### src/rtl/qenc_pkg.sv
// Shared constants for the quadrature encoder controller: register map,
// CTRL/STATUS bit positions, default ID word and the decoder step encoding.
package qenc_pkg;

    localparam logic [2:0] ADDR_ID   = 3'd0;
    localparam logic [2:0] ADDR_CTRL = 3'd1;
    localparam logic [2:0] ADDR_POS  = 3'd2;
    localparam logic [2:0] ADDR_IDX  = 3'd3;
    localparam logic [2:0] ADDR_STAT = 3'd4;
    localparam logic [2:0] ADDR_VEL  = 3'd5;
    localparam logic [2:0] ADDR_VPER = 3'd6;

    localparam int CTRL_ENABLE = 0;
    localparam int CTRL_ZCLR   = 1;
    localparam int CTRL_INVERT = 2;

    localparam int STAT_DIR  = 0;
    localparam int STAT_IDX  = 1;
    localparam int STAT_QERR = 2;

    localparam logic [31:0] ID_WORD_DEF = 32'hEA680004;

    typedef enum logic [1:0] {
        STEP_NONE = 2'd0,
        STEP_UP   = 2'd1,
        STEP_DOWN = 2'd2,
        STEP_ERR  = 2'd3
    } step_t;

    // Byte-lane merge for bus writes.
    function automatic logic [31:0] be_merge(input logic [31:0] old_v,
                                             input logic [31:0] new_v,
                                             input logic [3:0]  be);
        logic [31:0] r;
        r = old_v;
        for (int i = 0; i < 4; i++)
            if (be[i]) r[8*i +: 8] = new_v[8*i +: 8];
        return r;
    endfunction

endpackage

### src/rtl/quadrature_encoder_ctrl_if.sv
// Avalon-MM control port of the quadrature encoder controller.
interface quadrature_encoder_ctrl_if;
    logic [2:0]  address;
    logic [31:0] writedata;
    logic [3:0]  byteenable;
    logic        write;
    logic        read;
    logic [31:0] readdata;
    logic        waitrequest;

    modport master (output address, writedata, byteenable, write, read,
                    input  readdata, waitrequest);
    modport slave  (input  address, writedata, byteenable, write, read,
                    output readdata, waitrequest);
endinterface

### src/rtl/qenc_decoder.sv
// Pin synchronisers, one-sample history and 4x quadrature step decode.
// step/z_rise are combinational from the last sync stage versus history.
module qenc_decoder
    import qenc_pkg::*;
#(
    parameter int SYNC_STAGES = 2
) (
    input  logic  clk,
    input  logic  rst,
    input  logic  a,
    input  logic  b,
    input  logic  z,
    output step_t step,
    output logic  z_rise
);
    // Each stage holds {A, B, Z}.
    logic [SYNC_STAGES-1:0][2:0] sync_q, sync_d;
    logic [2:0]                  hist_q, hist_d;
    logic [2:0]                  cur;
    logic [1:0]                  ph_cur, ph_prev, ph_diff;

    assign cur = sync_q[SYNC_STAGES-1];

    always_comb begin
        sync_d = {sync_q[SYNC_STAGES-2:0], {a, b, z}};
        hist_d = cur;
    end

    always_ff @(posedge clk) begin
        if (rst) begin
            sync_q <= '0;
            hist_q <= '0;
        end else begin
            sync_q <= sync_d;
            hist_q <= hist_d;
        end
    end

    // Gray {A,B} -> binary phase, so a forward step is a +1 phase difference.
    assign ph_cur  = {cur[2],    cur[2]    ^ cur[1]};
    assign ph_prev = {hist_q[2], hist_q[2] ^ hist_q[1]};
    assign ph_diff = ph_cur - ph_prev;

    always_comb begin
        case (ph_diff)
            2'd1:    step = STEP_UP;
            2'd3:    step = STEP_DOWN;
            2'd2:    step = STEP_ERR;
            default: step = STEP_NONE;
        endcase
    end

    assign z_rise = cur[0] & ~hist_q[0];

endmodule

### src/rtl/quadrature_encoder_ctrl.sv
// Avalon-MM quadrature encoder controller: register file, position/index
// logic and, with QENC_VELOCITY_EN defined, the periodic velocity sampler.
module quadrature_encoder_ctrl
    import qenc_pkg::*;
#(
    parameter int          SYNC_STAGES    = 2,
    parameter logic [31:0] VEL_PERIOD_RST = 32'd50000,
    parameter logic [31:0] ID_WORD        = ID_WORD_DEF
) (
    input  logic                     csi_MCLK_clk,
    input  logic                     rsi_MRST_reset,
    quadrature_encoder_ctrl_if.slave avs_ctrl,
    input  logic                     A,
    input  logic                     B,
    input  logic                     Z
);
    step_t step;
    logic  z_rise;

    qenc_decoder #(.SYNC_STAGES(SYNC_STAGES)) u_dec (
        .clk(csi_MCLK_clk), .rst(rsi_MRST_reset),
        .a(A), .b(B), .z(Z), .step(step), .z_rise(z_rise)
    );

    logic [2:0]  ctrl_q, ctrl_d;
    logic [31:0] pos_q, pos_d, idx_q, idx_d, rdata_q, rdata_d, rd_mux;
    logic        dir_q, dir_d, seen_q, seen_d, qerr_q, qerr_d;
    logic        wr_ctrl, wr_pos, wr_stat, step_en, step_up;

    assign wr_ctrl = avs_ctrl.write && (avs_ctrl.address == ADDR_CTRL);
    assign wr_pos  = avs_ctrl.write && (avs_ctrl.address == ADDR_POS);
    assign wr_stat = avs_ctrl.write && (avs_ctrl.address == ADDR_STAT);
    assign step_en = ctrl_q[CTRL_ENABLE] && (step == STEP_UP || step == STEP_DOWN);
    assign step_up = (step == STEP_UP) ^ ctrl_q[CTRL_INVERT];

    always_comb begin
        ctrl_d = ctrl_q;
        pos_d  = pos_q;
        idx_d  = idx_q;
        dir_d  = dir_q;
        seen_d = seen_q;
        qerr_d = qerr_q;
        if (wr_ctrl && avs_ctrl.byteenable[0]) ctrl_d = avs_ctrl.writedata[2:0];
        // Clears first so a coincident set event overrides them.
        if (wr_stat && avs_ctrl.byteenable[0]) begin
            if (avs_ctrl.writedata[STAT_IDX])  seen_d = 1'b0;
            if (avs_ctrl.writedata[STAT_QERR]) qerr_d = 1'b0;
        end
        if (ctrl_q[CTRL_ENABLE] && step == STEP_ERR) qerr_d = 1'b1;
        if (z_rise) begin
            idx_d  = pos_q;
            seen_d = 1'b1;
        end
        if (wr_pos)
            pos_d = be_merge(pos_q, avs_ctrl.writedata, avs_ctrl.byteenable);
        else if (z_rise && ctrl_q[CTRL_ZCLR])
            pos_d = '0;
        else if (step_en) begin
            pos_d = step_up ? pos_q + 32'd1 : pos_q - 32'd1;
            dir_d = step_up;
        end
    end

`ifdef QENC_VELOCITY_EN
    logic [31:0] vper_q, vper_d, wcnt_q, wcnt_d, snap_q, snap_d, vel_q, vel_d;
    logic        wr_vper;

    assign wr_vper = avs_ctrl.write && (avs_ctrl.address == ADDR_VPER);

    always_comb begin
        vper_d = vper_q;
        wcnt_d = wcnt_q;
        snap_d = snap_q;
        vel_d  = vel_q;
        if (vper_q != '0) begin
            if (wcnt_q == vper_q - 32'd1) begin
                vel_d  = pos_q - snap_q;
                snap_d = pos_q;
                wcnt_d = '0;
            end else begin
                wcnt_d = wcnt_q + 32'd1;
            end
        end
        if (wr_vper) begin
            vper_d = be_merge(vper_q, avs_ctrl.writedata, avs_ctrl.byteenable);
            wcnt_d = '0;
        end
    end

    always_ff @(posedge csi_MCLK_clk) begin
        if (rsi_MRST_reset) begin
            vper_q <= VEL_PERIOD_RST;
            wcnt_q <= '0;
            snap_q <= '0;
            vel_q  <= '0;
        end else begin
            vper_q <= vper_d;
            wcnt_q <= wcnt_d;
            snap_q <= snap_d;
            vel_q  <= vel_d;
        end
    end
`endif

    always_comb begin
        rd_mux = '0;
        case (avs_ctrl.address)
            ADDR_ID:   rd_mux = ID_WORD;
            ADDR_CTRL: rd_mux = {29'd0, ctrl_q};
            ADDR_POS:  rd_mux = pos_q;
            ADDR_IDX:  rd_mux = idx_q;
            ADDR_STAT: rd_mux = {29'd0, qerr_q, seen_q, dir_q};
`ifdef QENC_VELOCITY_EN
            ADDR_VEL:  rd_mux = vel_q;
            ADDR_VPER: rd_mux = vper_q;
`endif
            default:   rd_mux = '0;
        endcase
        rdata_d = avs_ctrl.read ? rd_mux : rdata_q;
    end

    always_ff @(posedge csi_MCLK_clk) begin
        if (rsi_MRST_reset) begin
            ctrl_q  <= '0;
            pos_q   <= '0;
            idx_q   <= '0;
            dir_q   <= 1'b0;
            seen_q  <= 1'b0;
            qerr_q  <= 1'b0;
            rdata_q <= '0;
        end else begin
            ctrl_q  <= ctrl_d;
            pos_q   <= pos_d;
            idx_q   <= idx_d;
            dir_q   <= dir_d;
            seen_q  <= seen_d;
            qerr_q  <= qerr_d;
            rdata_q <= rdata_d;
        end
    end

    assign avs_ctrl.readdata    = rdata_q;
    assign avs_ctrl.waitrequest = 1'b0;

endmodule
### src/flat_wrapper.sv
// flat-port wrapper written by rule: the top's interface ports become plain ports
module quadrature_encoder_ctrl_flat import qenc_pkg::*;
#(
    parameter int          SYNC_STAGES    = 2,
    parameter logic [31:0] VEL_PERIOD_RST = 32'd50000,
    parameter logic [31:0] ID_WORD        = ID_WORD_DEF
)
  (csi_MCLK_clk, rsi_MRST_reset, A, B, Z, avs_ctrl_address, avs_ctrl_writedata, avs_ctrl_byteenable, avs_ctrl_write, avs_ctrl_read, avs_ctrl_readdata, avs_ctrl_waitrequest);
  quadrature_encoder_ctrl_if avs_ctrl_i ();
  input  logic csi_MCLK_clk;
  input  logic rsi_MRST_reset;
  input  logic A;
  input  logic B;
  input  logic Z;
  input wire logic [$bits(avs_ctrl_i.address)-1:0] avs_ctrl_address;
  input wire logic [$bits(avs_ctrl_i.writedata)-1:0] avs_ctrl_writedata;
  input wire logic [$bits(avs_ctrl_i.byteenable)-1:0] avs_ctrl_byteenable;
  input wire logic [$bits(avs_ctrl_i.write)-1:0] avs_ctrl_write;
  input wire logic [$bits(avs_ctrl_i.read)-1:0] avs_ctrl_read;
  output wire logic [$bits(avs_ctrl_i.readdata)-1:0] avs_ctrl_readdata;
  output wire logic [$bits(avs_ctrl_i.waitrequest)-1:0] avs_ctrl_waitrequest;
  assign avs_ctrl_i.address = avs_ctrl_address;
  assign avs_ctrl_i.writedata = avs_ctrl_writedata;
  assign avs_ctrl_i.byteenable = avs_ctrl_byteenable;
  assign avs_ctrl_i.write = avs_ctrl_write;
  assign avs_ctrl_i.read = avs_ctrl_read;
  assign avs_ctrl_readdata = avs_ctrl_i.readdata;
  assign avs_ctrl_waitrequest = avs_ctrl_i.waitrequest;
  quadrature_encoder_ctrl #(.SYNC_STAGES(SYNC_STAGES), .VEL_PERIOD_RST(VEL_PERIOD_RST), .ID_WORD(ID_WORD)) u_core (.csi_MCLK_clk(csi_MCLK_clk), .rsi_MRST_reset(rsi_MRST_reset), .avs_ctrl(avs_ctrl_i), .A(A), .B(B), .Z(Z));
endmodule
### config.mk
export PLATFORM = sky130hd
export DESIGN_NAME = quadrature_encoder_ctrl_flat
export DESIGN_NICKNAME = d
export VERILOG_FILES = /design/src/rtl/qenc_pkg.sv /design/src/rtl/quadrature_encoder_ctrl_if.sv /design/src/rtl/qenc_decoder.sv /design/src/rtl/quadrature_encoder_ctrl.sv /design/src/flat_wrapper.sv
export SDC_FILE = /design/constraint.sdc
export NUM_CORES = 1
export LEC_CHECK = 0
export CORE_ASPECT_RATIO = 0.5
export CORE_MARGIN = 2
export CORE_UTILIZATION = 60
export CTS_CLUSTER_DIAMETER = 200
export CTS_CLUSTER_SIZE = 16
export DETAILED_ROUTE_END_ITERATION = 7
export HOLD_SLACK_MARGIN = 0.03
export PLACE_DENSITY = 0.87
export SLEW_MARGIN = 10
export SYNTH_ARGS = -nofsm -noshare
export SYNTH_HDL_FRONTEND = slang
export SYNTH_SLANG_ARGS = --single-unit
### constraint.sdc
create_clock -name csi_MCLK_clk -period 8.6 [get_ports csi_MCLK_clk]
set_input_delay 1.72 -clock csi_MCLK_clk [delete_from_list [all_inputs] [get_ports csi_MCLK_clk]]
set_output_delay 1.72 -clock csi_MCLK_clk [all_outputs]
set_load 0.005 [all_outputs]
==> summary.md, run 1 <==
| Metric | Value |
|---|---|
| Outcome | complete, no violations |
| Setup TNS | 0 ns |
| R2R cell count | 15 |
| Clock power frac | 31.7% |
| Hold Path Depth | 1 |
| First-pass GRT wire length | 30,470 um |
| Synth async-reset ratio | 0% |
| Pwr Density | 174.7 nW/um2 |
| Total track usage | 32.43% |
| Reg area | 2222 um2 |
| Vias | 6,559 |
| Reg power frac | 43.7% |
| Area of the multi-input gates | 3830 um2 |
| H-tree Lvls | 3 |
| Hold path start | u_core.u_dec.sync_d[5] |
| Vias per cell | 6.405 |
| Post-DP HPWL | 13,370 um |
| EDFF count, synth | 0 |
| Ys flop type | dfxtp_1 |
| Reg2reg start | u_core.u_dec.hist_q[2] |
| Share of the synthesized area in the top cell type | 33.94% |
| Max Cap Viol | 0 |
| Top cells by area, synth | dfxtp_1 (34%), nand2_1 (7.3%), nor2_1 (6.2%) |
| Synth Cell Area | 6548 um2 |
| Nets@finish | 929 |
| Hold_buf cts | 0 |
| Die Y | 77.87 um |
| Sw Share | 32.90% |
| Largest family of logic cells by synthesized area | simple AND/OR/NAND/NOR gates |
| CTS tree | yes |
| Die Area | around 12,000 um2 |
| Critical Path RT | around 8.8 ns |
| TritonRoute pass-1 iters | 6 |
| Syn_nets | 918 |
| Per-cell routed wire length | 18.48 um |
| #FFs+latches synth | around 110 |
| Largest net degree at the start of global routing | 84 |
| CP Cell Sequence | xor2_1 > ha_1 > xor3_2 > or3_1 > nand2_4 > xnor2_1 > ha_1 > nand3_1 > nor4_1 > o21ai_1 > o21a_1 > or4_4 > nand4_1 > nor2b_1 > a21oi_1 |
| R2r setup slk | approximately 4.3 ns |
| Worst relative slew slack | between 30% and 40% |
| Fin crit share | 50.22% |
| CP max-delay cell | or4_4 |
| RSZ-0062 raised after global routing | false |
| Setup CP Type | flop to flop |
| Final setup fails | 0 |
| Sequential area share after synthesis | between 30% and 40% |
| Layout cells sized above 1 | under 10% |
| Compound-Gate Fraction of Synth Area | 21.67% |
| Synth Area in Simple Gates | between 20% and 30% |
| Post-CTS setup repair buffer count | 0 |
| Multiplexer share of the synthesized area | 5.274% |
| CP startpoint | u_core.u_dec.hist_q[2] |
| Number of global-route vias before repair | 6,027 |
| CP Capture Type | flop |
| Crit-path max FO | 29 |
| Synth Area per Inst | 7.535 um2 |
| Critical Path Max Stage Delay | about 0.54 ns |
| Post-Synthesis Cells | around 870 |
| Fin Clk Skew | 0.007173 ns |
| Fillers | approximately 870 |
| DR DRC count | 0 |
| Xor/xnor share of the synthesized area | under 10% |
| Antenna violations before repair | 0 |
| Initial cell density of the core | 62.90% |
| Clk Latency, worst-skew pair | 0.35 ns |
| Buffer depth of the longest clock path | 2 |
| Final WL | between 15,000 and 20,000 um |
| Largest area contributor in the netlist | dfxtp_1 |
| Root buffer cell | clkbuf_16 |
| Delay-heaviest family, CP | simple AND/OR/NAND/NOR gates |
| Most frequent cell after synthesis | nand2_1 |
| Synth-to-layout area growth | 12.42% |
| Top cells by count, synth | nand2_1 (128), dfxtp_1 (111), nor2_1 (109) |
| Final Hold Fails | 0 |
| Post_cts resized | 0 |
| Total power draw | 1.286 mW |
| Startpoint type of the worst setup path | flop |
| YS warnings | 0 |
| Core area | 10,410 um2 |
| CTS Buf Count | 9 |
| Grt ovf | 0 |
| Final GP Congestion | 0.9923 |
| Top cell by count, worst path | ha_1 |
| Hold Crit Endpoint | u_core.u_dec.cur[2] |
| HP Class | flop to flop |
| Signal arrival time at the worst endpoint | about 4.6 ns |
| WP buf/inv | 0 |
| Net switching power | 0.4231 mW |
| Ports | ~80 |
| Post-synthesis adder-cell area fraction | 0.5733% |
| Critical R2R Capture | u_core.pos_q[28] |
| Reg clk slew, reported paths | roughly 0.08 ns |
| DRT antenna net count | 0 |
| Worst Tran Pin Value | 0.9419 ns |
| Max-slew violations | 0 |
| Synth cell types | 78 |
| Comb pwr share | 24.5% |
| Num Clock Sinks | 111 |
| 1st-iter DRT viols | roughly 670 |
| Fmax | 231.5 MHz |
| Inserted Diodes | 0 |
| # rows | 26 |
| Minimum clock period | about 4.3 ns |
| VDD IR-drop max | 0.1266 mV |
| Die width | 151.7 um |
| Pleak | between 2 and 3 nW |
| Int Power | 0.8629 mW |
| # port buffers | just under 80 |
==> state kept, by name, indices dropped and copies added (netlist names) <==
signal	cells
u_core.seen_q	1
u_core.qerr_q	1
u_core.pos_q	32
u_core.dir_q	1
u_core.avs_ctrl.readdata	32
u_core.ctrl_q	3
u_core.u_dec.cur	3
u_core.u_dec.hist_q	3
u_core.idx_q	32
u_core.u_dec.sync_d	3
==> cell type report <==
type                            instances  share of cell area [%]
Inverter                                8                  0.4420
Timing Repair Buffer                   84                   11.15
Clock buffer                            9                   3.060
Tap cell                              140                   2.380
Clock inverter                          6                  0.7479
Sequential cell                       111                   30.19
Multi-Input combinational cell        666                   52.03
==> power by group through the flow <==
stage | clock network [mW] | logic (mW) | registers, mW
3_3_place_gp | 0 | 0.302 | 0.573
5_1_grt | 0.434 | 0.344 | 0.565
6_report | 0.408 | 0.316 | 0.563
3_5_place_dp | 0 | 0.306 | 0.573
2_1_floorplan | 0 | 0.248 | 0.549
4_1_cts | 0.409 | 0.308 | 0.561
==> cell usage in the layout (no fill, tap or decap), types with 4 or more instances in the layout <==
master and instances:
a31oi_1 8, or2_2 6, o21ai_1 5, nand4_1 14, clkdlybuf4s50_1 76, nand2_1 128, nor4_1 15, a41oi_1 4
and3_1 5, a22oi_1 19, a21oi_1 79, and2_1 7, a21boi_0 4, nand3_1 27, o21ai_0 27, a21o_1 8
xnor2_1 4, or4_1 9, a32oi_1 5, or3_1 8, dfxtp_1 111, xor2_1 6, o22ai_1 6, inv_1 7
a221oi_1 4, nor2b_1 21, buf_4 8, o21a_1 4, a211oi_1 12, nor2_1 109, clkbuf_16 9, nor3_1 28
o31ai_1 5, mux2i_1 30
==> stage by stage <==
step / hold slack [ns] / setup slack, ns / util [%] / instances / instance area [um2]
3_5_place_dp: 0.4250 / 3.967 / 67.99 / 1009 / 7078
5_1_grt: 0.4674 / 4.056 / 70.71 / 1024 / 7361
4_1_cts: 0.4538 / 4.320 / 70.69 / 1024 / 7358
3_3_place_gp: 0.4229 / 4.090 / 67.99 / 1009 / 7078
6_report: 0.4480 / 4.281 / 70.71 / 1024 / 7361
2_1_floorplan: 0.4138 / 4.808 / - / 869 / 6548
==> per-layer routing <==
metal  GRT usage (%)  share of wire [%]  vias to the layer above
li1                -                  -                     3114
met1           44.93                 44                     3074
met2           51.35                 44                      349
met3           9.000                 11                       22
met4           5.185               0.82                        0
met5               0                  0                        -
==> worst reg2reg max path: cells and delay by family (launching register included) <==
kind / cells / cell delay, ns
flip-flops: 1 / 0.37
XOR/XNOR: 3 / 0.68
AND/OR/NAND/NOR: 7 / 2.20
AO/OA/AOI/OAI: 3 / 0.56
adder cells (fa/ha/maj): 2 / 0.40
==> kinds of logic (layout without fill, tap and decap cells) <==
kind of cell	Yosys count	count (layout)
fa+ha+maj	3	3
simple gates	398	398
other cells	1	1
compound gates	219	219
buf+inv	92	107
flops	111	111
xor+xnor	11	11
mux	34	34
==> how the worst max path moves through the flow <==
stage | end | cells after the start | slack (ns)
final | u_core.pos_q[28] | 15 | 4.28
after global routing | u_core.pos_q[28] | 15 | 4.06
after CTS | u_core.pos_q[19] | 7 | 4.32
after detailed placement | u_core.pos_q[19] | 7 | 3.97
after global placement | u_core.pos_q[19] | 8 | 4.09
after floorplan | u_core.pos_q[19] | 9 | 4.81
Note: power is estimated with default switching activity, not from simulation.
==> run 2, diff against run 1 <==
Settings changed: CORE_UTILIZATION 60 to 57, PLACE_DENSITY 0.87 to 0.83.
Clock period 8.6 ns to 4.48 ns, I/O delays scaled along.
==> run 2 against run 1 <==
Compared with the run above:
- critical path type unchanged
- via count about the same
- register-to-register slack got worse by 3.7 ns
- clock skew increased by 0.0054 ns
- global-route usage decreased by 1.3 points
==> summary.md, run 2 (synthesis gave the netlist of run 1 again) <==
| Metric | Value |
|---|---|
| Fin Clk Skew | 0.01262 ns (+0.005450 ns) |
| # port buffers | 77 (unchanged) |
| Number of global-route vias before repair | 5,845 (-3.0%) |
| VDD IR-drop max | 0.2162 mV (+71%) |
| Fmax | 259.4 MHz (+12%) |
| Ports | 79 (unchanged) |
| Final GP Congestion | 0.9646 (-2.8%) |
| DRT antenna net count | 0 (unchanged) |
| Critical Path RT | 4.70 ns (-4.13 ns) |
| Root buffer cell | clkbuf_16 |
| H-tree Lvls | 3 (unchanged) |
| Comb pwr share | 24.8% (+0.3 points) |
| Total track usage | 31.13% (-1.3 points) |
| Grt ovf | 0 (unchanged) |
| Final WL | 19,340 um (+2.2%) |
| 1st-iter DRT viols | 767 (+14%) |
| Commonest non-fill, non-tap cell in the layout | nand2_1 |
| Final hold slack | 0.4543 ns (+0.006287 ns) |
| Initial cell density of the core | 59.09% (-3.8 points) |
| Reg power frac | 43.0% (-0.7 points) |
| Die width | 155.6 um (+2.5%) |
| Critical Path Max Stage Delay | 0.54 ns (about the same) |
| Final Cell Area | 7443 um2 (+1.1%) |
| Net switching power | 0.8239 mW (+95%) |
| DR DRC count | 0 (unchanged) |
| Clock power frac | 32.2% (+0.5 points) |
| HP Class | flop to flop |
| RSZ-0062 raised after global routing | false |
| Top cell by count, worst path | ha_1 |
| Post-DP HPWL | 13,870 um (+3.8%) |
| Die Y | 79.79 um (+2.5%) |
| Largest net degree at the start of global routing | 69 (-18%) |
| R2R cell count | 15 (unchanged) |
| Post_cts resized | 0 (unchanged) |
| Pwr Density | 335.2 nW/um2 (+92%) |
| Layout cells sized above 1 | 7.047% (+0.83 points) |
| Crit-path max FO | 6 (-79%) |
| Critical R2R Capture | u_core.pos_q[28] |
| Total power draw | 2.495 mW (+94%) |
| Clk Latency, worst-skew pair | 0.36 ns (about the same) |
| Fin crit share | 86.05% (+36 points) |
| Core area | 11,080 um2 (+6.4%) |
| CP startpoint | u_core.u_dec.hist_q[2] |
| First-pass GRT wire length | 30,500 um (about the same) |
| CTS tree | yes |
| Final Hold Fails | 0 (unchanged) |
| Signal arrival time at the worst endpoint | 4.08 ns (-0.47 ns) |
| Buffer depth of the longest clock path | 2 (unchanged) |
| Vias per cell | 6.314 (-1.4%) |
| Vias | 6,560 (+0.015%) |
| Per-cell routed wire length | 18.61 um (+0.71%) |
| Minimum clock period | 3.855 ns (-0.4638 ns) |
| Worst Tran Pin Value | 1.229 ns (+0.2873 ns) |
| GR Layer Usage met3 | 8.143% (-0.86 points) |
| Max Cap Viol | 0 (unchanged) |
| Antenna violations before repair | 0 (unchanged) |
| Placed Area | 7152 um2 (+1.0%) |
| Reg clk slew, reported paths | 0.08 ns (about the same) |
| Most frequent cells in the layout | nand2_1 (128), dfxtp_1 (111), nor2_1 (109), a21oi_1 (79), clkdlybuf4s50_1 (76) |
| Synth-to-layout area growth | 13.68% |
| M1 GR Usage | 44.69% (-0.24 points) |
| Startpoint type of the worst setup path | flop |
| Int Power | 1.671 mW (+94%) |
| Outcome | complete, no violations |
| Setup CP Type | flop to flop |
| Capture point of the worst path | u_core.pos_q[28] |
| Pleak | 2.683 nW (+2.1%) |
| CP Cell Sequence | xor2_1 > ha_1 > xor3_2 > or3_1 > nand2_4 > xnor2_1 > ha_1 > nand3_1 > nor4_1 > o21ai_1 > o21a_1 > or4_4 > nand4_1 > nor2b_1 > a21oi_1 |
| Max-slew violations | 0 (unchanged) |
| Inserted Diodes | 0 (unchanged) |
| Hold_buf cts | 0 (unchanged) |
| R2r setup slk | 0.62 ns (-3.66 ns) |
| Worst relative slew slack | 18.06% (-19 points) |
| Reg2reg start | u_core.u_dec.hist_q[2] |
| Met2 usage | 47.12% (-4.2 points) |
| Setup TNS | 0 ns (unchanged) |
| Num Clock Sinks | 111 (unchanged) |
| CTS Buf Count | 9 (unchanged) |
| CP max-delay cell | or4_4 |
| Final setup fails | 0 (unchanged) |
| # rows | 27 (+3.8%) |
| TritonRoute pass-1 iters | 6 (unchanged) |
| Nets@finish | 938 (+0.97%) |
| CP Capture Type | flop |
| Busiest layer in global routing | met2 |
| Sw Share | 33.03% (+0.13 points) |
| Post-CTS setup repair buffer count | 0 (unchanged) |
| Die Area | 12,410 um2 (+5.1%) |
-- run 2: final cells by class --
cell class | instances | area, um2
Multi-Input combinational cell | 666 | 3827
Inverter | 8 | 32.53
Clock inverter | 6 | 62.56
Tap cell | 145 | 181.4
Sequential cell | 111 | 2222
Clock buffer | 10 | 229.0
Fill cell | 974 | 3637
Timing Repair Buffer | 93 | 888.4
-- run 2: metal layers --
metal	wire [um]	share of wire, %	vias to the layer above
met5	0	0	-
met4	214	1.1	0
met3	1764	9.1	21
met2	8197	42	308
met1	9159	47	3096
li1	-	-	3135
-- run 2: metrics by stage --
stage	std cells	setup slack, ns	utilization [%]
floorplan	869	0.8053	-
global placement	1023	0.8133	64.54
detailed placement	1023	0.6692	64.54
CTS	1039	0.6593	67.17
global route	1039	0.3536	67.17
finish	1039	0.6248	67.17
-- run 2: worst min path at each step --
stage	from	endpoint	slack (ns)	depth (start not counted)
final	u_core.idx_q[13]	u_core.idx_q[13]	0.45	2
after global placement	u_core.u_dec.sync_d[3]	u_core.u_dec.cur[0]	0.44	1
after CTS	u_core.idx_q[5]	u_core.idx_q[5]	0.46	2
after detailed placement	u_core.u_dec.sync_d[3]	u_core.u_dec.cur[0]	0.44	1
after floorplan	u_core.u_dec.sync_d[3]	u_core.u_dec.cur[0]	0.41	1
after global routing	u_core.idx_q[5]	u_core.idx_q[5]	0.47	2
-- run 2: power by group through the flow --
| stage | sequential [mW] | clock, mW | combinational [mW] |
|---|---|---|---|
| 5_1_grt | 1.08 | 0.847 | 0.671 |
| 6_report | 1.07 | 0.803 | 0.618 |
| 2_1_floorplan | 1.05 | 0 | 0.475 |
| 4_1_cts | 1.07 | 0.811 | 0.602 |
| 3_5_place_dp | 1.09 | 0 | 0.598 |
| 3_3_place_gp | 1.09 | 0 | 0.594 |
-- run 2: worst max-delay path, delay by kind of cell (launching register included) --
| kind | cells | cell delay, ns |
|---|---|---|
| compound gates | 3 | 0.50 |
| xor+xnor | 3 | 0.61 |
| fa+ha+maj | 2 | 0.41 |
| flops | 1 | 0.38 |
| simple gates | 7 | 1.81 |
==> run 3, diff against run 2 <==
Settings changed: CTS_CLUSTER_DIAMETER 200 to 80.
==> results of run 3 <==
No change in the layout: final DEF, timing and power equal those of run 2.
